--- src/rtl/axil_cmd_master.sv ---
// axil_cmd_master
//   Turns single-beat register requests into AXI4-Lite transactions.
//   Only one transaction is in flight at a time. The response is held on
//   po_rsp_* until the requester consumes it.
//
// Ports
//   M_AXI_ACLK / M_AXI_ARESET : clock, synchronous active-high reset
//   pi_req_* / po_req_ready   : request channel (write flag, addr, wdata)
//   po_rsp_* / pi_rsp_ready   : response channel (rdata, resp, write flag)
//   M_AXI_AW*/W*/B*/AR*/R*    : AXI4-Lite master; every output is registered
module axil_cmd_master #(
  parameter int C_M_AXI_DATA_WIDTH = 32,
  parameter int C_M_AXI_ADDR_WIDTH = 5,
  parameter int AW = C_M_AXI_ADDR_WIDTH,
  parameter int DW = C_M_AXI_DATA_WIDTH
) (
  input  logic            M_AXI_ACLK,
  input  logic            M_AXI_ARESET,
  input  logic            pi_req_valid,
  output logic            po_req_ready,
  input  logic            pi_req_write,
  input  logic [AW-1:0]   pi_req_addr,
  input  logic [DW-1:0]   pi_req_wdata,
  output logic            po_rsp_valid,
  input  logic            pi_rsp_ready,
  output logic [DW-1:0]   po_rsp_rdata,
  output logic [1:0]      po_rsp_resp,
  output logic            po_rsp_write,
  output logic [AW-1:0]   M_AXI_AWADDR,
  output logic [2:0]      M_AXI_AWPROT,
  output logic            M_AXI_AWVALID,
  input  logic            M_AXI_AWREADY,
  output logic [DW-1:0]   M_AXI_WDATA,
  output logic [DW/8-1:0] M_AXI_WSTRB,
  output logic            M_AXI_WVALID,
  input  logic            M_AXI_WREADY,
  input  logic [1:0]      M_AXI_BRESP,
  input  logic            M_AXI_BVALID,
  output logic            M_AXI_BREADY,
  output logic [AW-1:0]   M_AXI_ARADDR,
  output logic [2:0]      M_AXI_ARPROT,
  output logic            M_AXI_ARVALID,
  input  logic            M_AXI_ARREADY,
  input  logic [DW-1:0]   M_AXI_RDATA,
  input  logic [1:0]      M_AXI_RRESP,
  input  logic            M_AXI_RVALID,
  output logic            M_AXI_RREADY
);

  localparam int SW = DW / 8;

  typedef enum logic [2:0] {
    IDLE, WR_ADDR_DATA, WR_RESP, RD_ADDR, RD_DATA, RSP
  } state_t;

  state_t          r_state, w_next;
  logic            r_req_ready, r_rsp_valid, r_rsp_write;
  logic [DW-1:0]   r_rsp_rdata, r_wdata;
  logic [1:0]      r_rsp_resp;
  logic [AW-1:0]   r_awaddr, r_araddr;
  logic [SW-1:0]   r_wstrb;
  logic            r_awvalid, r_wvalid, r_arvalid, r_bready, r_rready;
  logic            w_accept, w_aw_done, w_w_done;

  // A channel counts as done once its VALID has already dropped or its
  // handshake completes on this edge; the two channels finish independently.
  assign w_accept  = r_req_ready && pi_req_valid;
  assign w_aw_done = !r_awvalid || M_AXI_AWREADY;
  assign w_w_done  = !r_wvalid  || M_AXI_WREADY;

  always_ff @(posedge M_AXI_ACLK) begin
    if (M_AXI_ARESET) r_state <= IDLE;
    else              r_state <= w_next;
  end

  always_comb begin
    w_next = r_state;
    case (r_state)
      IDLE:         if (pi_req_valid) w_next = pi_req_write ? WR_ADDR_DATA : RD_ADDR;
      WR_ADDR_DATA: if (w_aw_done && w_w_done) w_next = WR_RESP;
      WR_RESP:      if (M_AXI_BVALID) w_next = RSP;
      RD_ADDR:      if (M_AXI_ARREADY) w_next = RD_DATA;
      RD_DATA:      if (M_AXI_RVALID) w_next = RSP;
      RSP:          if (pi_rsp_ready) w_next = IDLE;
      default:      w_next = IDLE;
    endcase
  end

  // Output registers. The READY/VALID flags that simply track the state are
  // loaded from the next state, so they line up with the state register.
  always_ff @(posedge M_AXI_ACLK) begin
    if (M_AXI_ARESET) begin
      r_req_ready <= 1'b1;   // state is IDLE after reset, so accept at once
      r_rsp_valid <= 1'b0;
      r_rsp_write <= 1'b0;
      r_rsp_rdata <= '0;
      r_rsp_resp  <= '0;
      r_awaddr    <= '0;
      r_araddr    <= '0;
      r_wdata     <= '0;
      r_wstrb     <= '0;
      r_awvalid   <= 1'b0;
      r_wvalid    <= 1'b0;
      r_arvalid   <= 1'b0;
      r_bready    <= 1'b0;
      r_rready    <= 1'b0;
    end else begin
      r_req_ready <= (w_next == IDLE);
      r_bready    <= (w_next == WR_RESP);
      r_rready    <= (w_next == RD_DATA);

      if (w_accept && pi_req_write) begin
        r_awaddr  <= pi_req_addr;
        r_wdata   <= pi_req_wdata;
        r_wstrb   <= '1;
        r_awvalid <= 1'b1;
        r_wvalid  <= 1'b1;
      end
      if (w_accept && !pi_req_write) begin
        r_araddr  <= pi_req_addr;
        r_arvalid <= 1'b1;
      end

      if (r_awvalid && M_AXI_AWREADY) r_awvalid <= 1'b0;
      if (r_wvalid && M_AXI_WREADY) begin
        r_wvalid <= 1'b0;
        r_wstrb  <= '0;
      end
      if (r_arvalid && M_AXI_ARREADY) r_arvalid <= 1'b0;

      if (r_state == WR_RESP && M_AXI_BVALID) begin
        r_rsp_valid <= 1'b1;
        r_rsp_write <= 1'b1;
        r_rsp_resp  <= M_AXI_BRESP;
        r_rsp_rdata <= '0;
      end
      if (r_state == RD_DATA && M_AXI_RVALID) begin
        r_rsp_valid <= 1'b1;
        r_rsp_write <= 1'b0;
        r_rsp_resp  <= M_AXI_RRESP;
        r_rsp_rdata <= M_AXI_RDATA;
      end
      if (r_state == RSP && pi_rsp_ready) r_rsp_valid <= 1'b0;
    end
  end

  assign po_req_ready  = r_req_ready;
  assign po_rsp_valid  = r_rsp_valid;
  assign po_rsp_write  = r_rsp_write;
  assign po_rsp_rdata  = r_rsp_rdata;
  assign po_rsp_resp   = r_rsp_resp;
  assign M_AXI_AWADDR  = r_awaddr;
  assign M_AXI_AWPROT  = 3'b000;
  assign M_AXI_AWVALID = r_awvalid;
  assign M_AXI_WDATA   = r_wdata;
  assign M_AXI_WSTRB   = r_wstrb;
  assign M_AXI_WVALID  = r_wvalid;
  assign M_AXI_BREADY  = r_bready;
  assign M_AXI_ARADDR  = r_araddr;
  assign M_AXI_ARPROT  = 3'b000;
  assign M_AXI_ARVALID = r_arvalid;
  assign M_AXI_RREADY  = r_rready;

endmodule

--- config.mk ---
export PLATFORM = sky130hd
export DESIGN_NAME = axil_cmd_master
export DESIGN_NICKNAME = d
export VERILOG_FILES = /design/src/rtl/axil_cmd_master.sv
export SDC_FILE = /design/constraint.sdc
export NUM_CORES = 1
export LEC_CHECK = 0
export ABC_AREA = 1
export BUFFER_PORTS_ARGS = -buffer_cell sky130_fd_sc_hd__buf_2
export CORE_AREA = 4 4 93 95
export DETAILED_ROUTE_END_ITERATION = 6
export DIE_AREA = 0 0 97 99
export GPL_TIMING_DRIVEN = 0
export PLACE_DENSITY_LB_ADDON = 0.15
export SKIP_LAST_GASP = 1
export SYNTH_ARGS = -nofsm -noshare
export SYNTH_HDL_FRONTEND = slang
export SYNTH_SLANG_ARGS = --single-unit
--- constraint.sdc ---
create_clock -name M_AXI_ACLK -period 1.72 [get_ports M_AXI_ACLK]
set_clock_uncertainty 0.2 [all_clocks]
set_input_delay 0.258 -clock M_AXI_ACLK [delete_from_list [all_inputs] [get_ports M_AXI_ACLK]]
set_output_delay 0.258 -clock M_AXI_ACLK [all_outputs]
set_load 0.02 [all_outputs]
==> results.md <==
| Parameter | Reported |
| --- | --- |
| Final Hold Fails | 0 |
| WL met2 | 4950 um |
| Wire length of the first global-routing pass | 16,500 um |
| Result of the run | finished, final reports clean |
| Slew at the pin closest to its max-slew limit | 0.687 ns |
| Clock slew at the register clock pins of the worst setup and hold paths | 0.09 ns |
| Filler cell count in the final layout | 660 |
| Detailed-route wire length on metal 1 | 4250 um |
| Number of synthesized flops with an enable pin | 0 |
| Peak VDD IR | 453 uV |
| Leak | 2.50 nW |
| Post-route insts no fill | 779 |
| Root Buffer Master | clkbuf_8 |
| Total clock sinks | 87 |
| Type of the most critical hold path | in -> reg |
| Async set-or-reset flop fraction in the synthesized netlist | 0% |
| Cells after Synth | 426 |
| Total global routing overflow | 0 |
| Leading register cell type out of synthesis | dfxtp_1 |
| Net count of the finished layout | 755 |
| Data arrival time of the critical path | 1.71 ns |
| Vias in the first global route | 3,498 |
| Count of nets left with antenna violations after detail routing | 0 |
| Area Overhead vs Synth | 50.3% |
| Startpoint types | register |
| Slew Viols, Final | 0 |
| Crit path kind | reg -> reg |
| Unrepaired setup endpoints after global routing | no |
| Drt first-iter violations | 60 |
| Worst Path Max Fanout | 10 |
| Setup crit end kind | register |
| Final Routed Wirelength | 10,200 um |
| Fraction of layout instances using a drive strength above 1 | 41.2% |
| Largest net degree at the start of global routing | 16 |
| Std-Cell Rows | 32 |
| Cells after DPL | 703 |
| Initial Utilization | 45.9% |
| Post-detailed-route via-to-cell ratio | 4.62 |
| Portion of the clock cycle consumed by the worst path in the final layout | 94.7% |
| Post-CTS setup buffers | 0 |
| Die footprint | 9600 sq um |
| Sequential area share after synthesis | 49.1% |
| Setup violations, final | 0 |
| Seq cells post-synth | 87 |
| Number of input and output port buffers inserted | 170 |
| Wire length per cell | 13.1 um |
| Required time of the worst setup path | 1.80 ns |
| Detailed-router iteration count before antenna repair | 4 |
| Most area-consuming cells after synthesis | dfxtp_1 49%, a21oi_2 7.4%, nand2_1 6.4%, a21oi_1 6.1%, o21ai_0 6.1% |
| Time the worst path needs with I/O delays and setup | 1.63 ns |
| Latest clock arrival within the worst-skew pair | 0.35 ns |
| RePlAce Congestion | 0.809 |
| Cell type with the largest total area after synthesis | dfxtp_1 |
| Max frequency | 614 MHz |
| Highest routing layer actually used | met4 |
| Amount of wire on met3 after detailed routing | 849 um |
| Clock tree from TritonCTS | yes |
| Average instance area after synthesis | 8.32 sq um |
| IO Count | 177 |
| Number of distinct library cell variants in the gate-level netlist after synthesis | 30 |
| Total negative setup slack | 0 ns |
| All-Layer GR Usage | 20.9% |
| Max transition margin | 54.2% |
| HPWL after DPL | 7140 um |
| Post-synth design cell area | 3540 sq um |
| Area share of the largest cell type after synthesis | 49.1% |
| Die Span X | 97 um |
| # Max-Cap Violations | 0 |
| Cts bufs inserted | 9 |
| Number of antenna violations at the first check in global routing | 0 |
| Total via count after detailed routing | 3,601 |
| Power Density | 996 nW/um^2 |
| Drt drc | 0 |
| Vertical die dimension | 99 um |
| Max Buffers Root-to-Sink | 2 |
| Core region area | 7730 sq um |
| Warnings, synthesis | 0 |
| Antenna diode count | 0 |
| Number of levels in the clock H-tree | 3 |
## registers in the layout, indices dropped and copies added, names as in the netlist, 2 cells and up
name and cells:
M_AXI_WDATA 32, po_rsp_rdata 32, M_AXI_ARADDR 5, M_AXI_AWADDR 5
r_state 3, po_rsp_resp 2
## logic make-up (layout without fill, tap and decap cells)
group / Yosys count / count (layout) / synth area share (%)
DFF: 87 / 87 / 49.1
other: 1 / 6 / 0.106
buffers and inverters: 90 / 336 / 12.4
AOI/OAI and AO/OA: 124 / 124 / 21.2
and+or+nand+nor: 124 / 124 / 17.2
## synth_stat cells (3+ instances only)
master and instances:
o21a_1 3, nand3_1 6, nand2_2 30, dfxtp_1 87, buf_2 6, nand2_1 60
buf_12 3, a21oi_2 30, nor2_1 20, inv_1 54, o21ai_0 43, buf_4 10
a21oi_1 43, clkbuf_1 12
## where the power goes
part | switching [mW] | internal (mW)
logic | 0.967 | 0.631
clock network | 0.732 | 0.569
registers | 0.157 | 2.25
## metrics by stage
stage	hold slack [ns]	area (sq um)	util [%]	power [mW]	setup WS [ns]
after CTS	0.000161	5330	68.9	5.35	0.0837
after detailed placement	0.234	4540	58.8	3.94	0.000732
after global placement	0.228	4540	58.8	3.91	0.0343
after global routing	0.000777	5330	69.0	5.61	0.0153
after floorplan	0.152	3560	-	3.44	0.290
final	0.00751	5330	69.0	5.31	0.0915
## critical path, cell delays in order (launching register included)
cell,delay [ns]
dfxtp_1,0.42
nor2_4,0.20
nand3_4,0.15
inv_4,0.11
buf_2,0.22
nand2_1,0.11
a21oi_2,0.15
## area by class of cell
type                       count  area [sq um]  area share [%]
tap                          102           128            2.39
timing repair buffer         230          1450            27.2
clock buffer                  10           138            2.58
clock inverter                 6          45.0           0.845
buffer                        32           216            4.06
multi-input combinational    254          1380            25.9
inverter                      58           225            4.23
sequential                    87          1740            32.7
## path summary, 6_finish.rpt
path | startpoint | end | slack (ns) | depth (start not counted)
worst max register to register | r_state[1] | po_rsp_rdata[25] | 0.09 | 6
worst max-delay path | r_state[1] | po_rsp_rdata[25] | 0.09 | 6
worst min-delay path | pi_req_wdata[26] | M_AXI_WDATA[26] | 0.008 | 3
worst min register to register | M_AXI_WDATA[11] | M_AXI_WDATA[11] | 0.24 | 2
## timing repair
action,in CTS,in global routing
hold buffers,60,0
endpoints found under the setup margin,0,7
endpoints found under the hold margin,60,0
gates resized for setup,0,5
## layer usage
layer | track usage, % | up-vias
li1 | - | 1829
met4 | 7.56 | 0
met5 | 0 | -
met2 | 36.0 | 144
met3 | 7.78 | 18
met1 | 23.7 | 1610
## placed cells by master, fill, tap and decap left out, types with 2 or more instances in the layout
cell type	instances
o21a_1	3
inv_6	2
nand2_2	30
nand3_1	6
nand2_1	60
clkbuf_2	2
a21oi_2	30
dlygate4sd3_1	60
inv_1	54
clkbuf_8	10
o211ai_1	2
buf_2	176
conb_1	6
a21oi_1	43
dfxtp_1	86
nor2_1	20
nand4_1	2
buf_12	3
clkinvlp_4	3
o21ai_0	43
inv_2	2
buf_4	10
clkbuf_1	10
(Power assumes the default switching activity.)
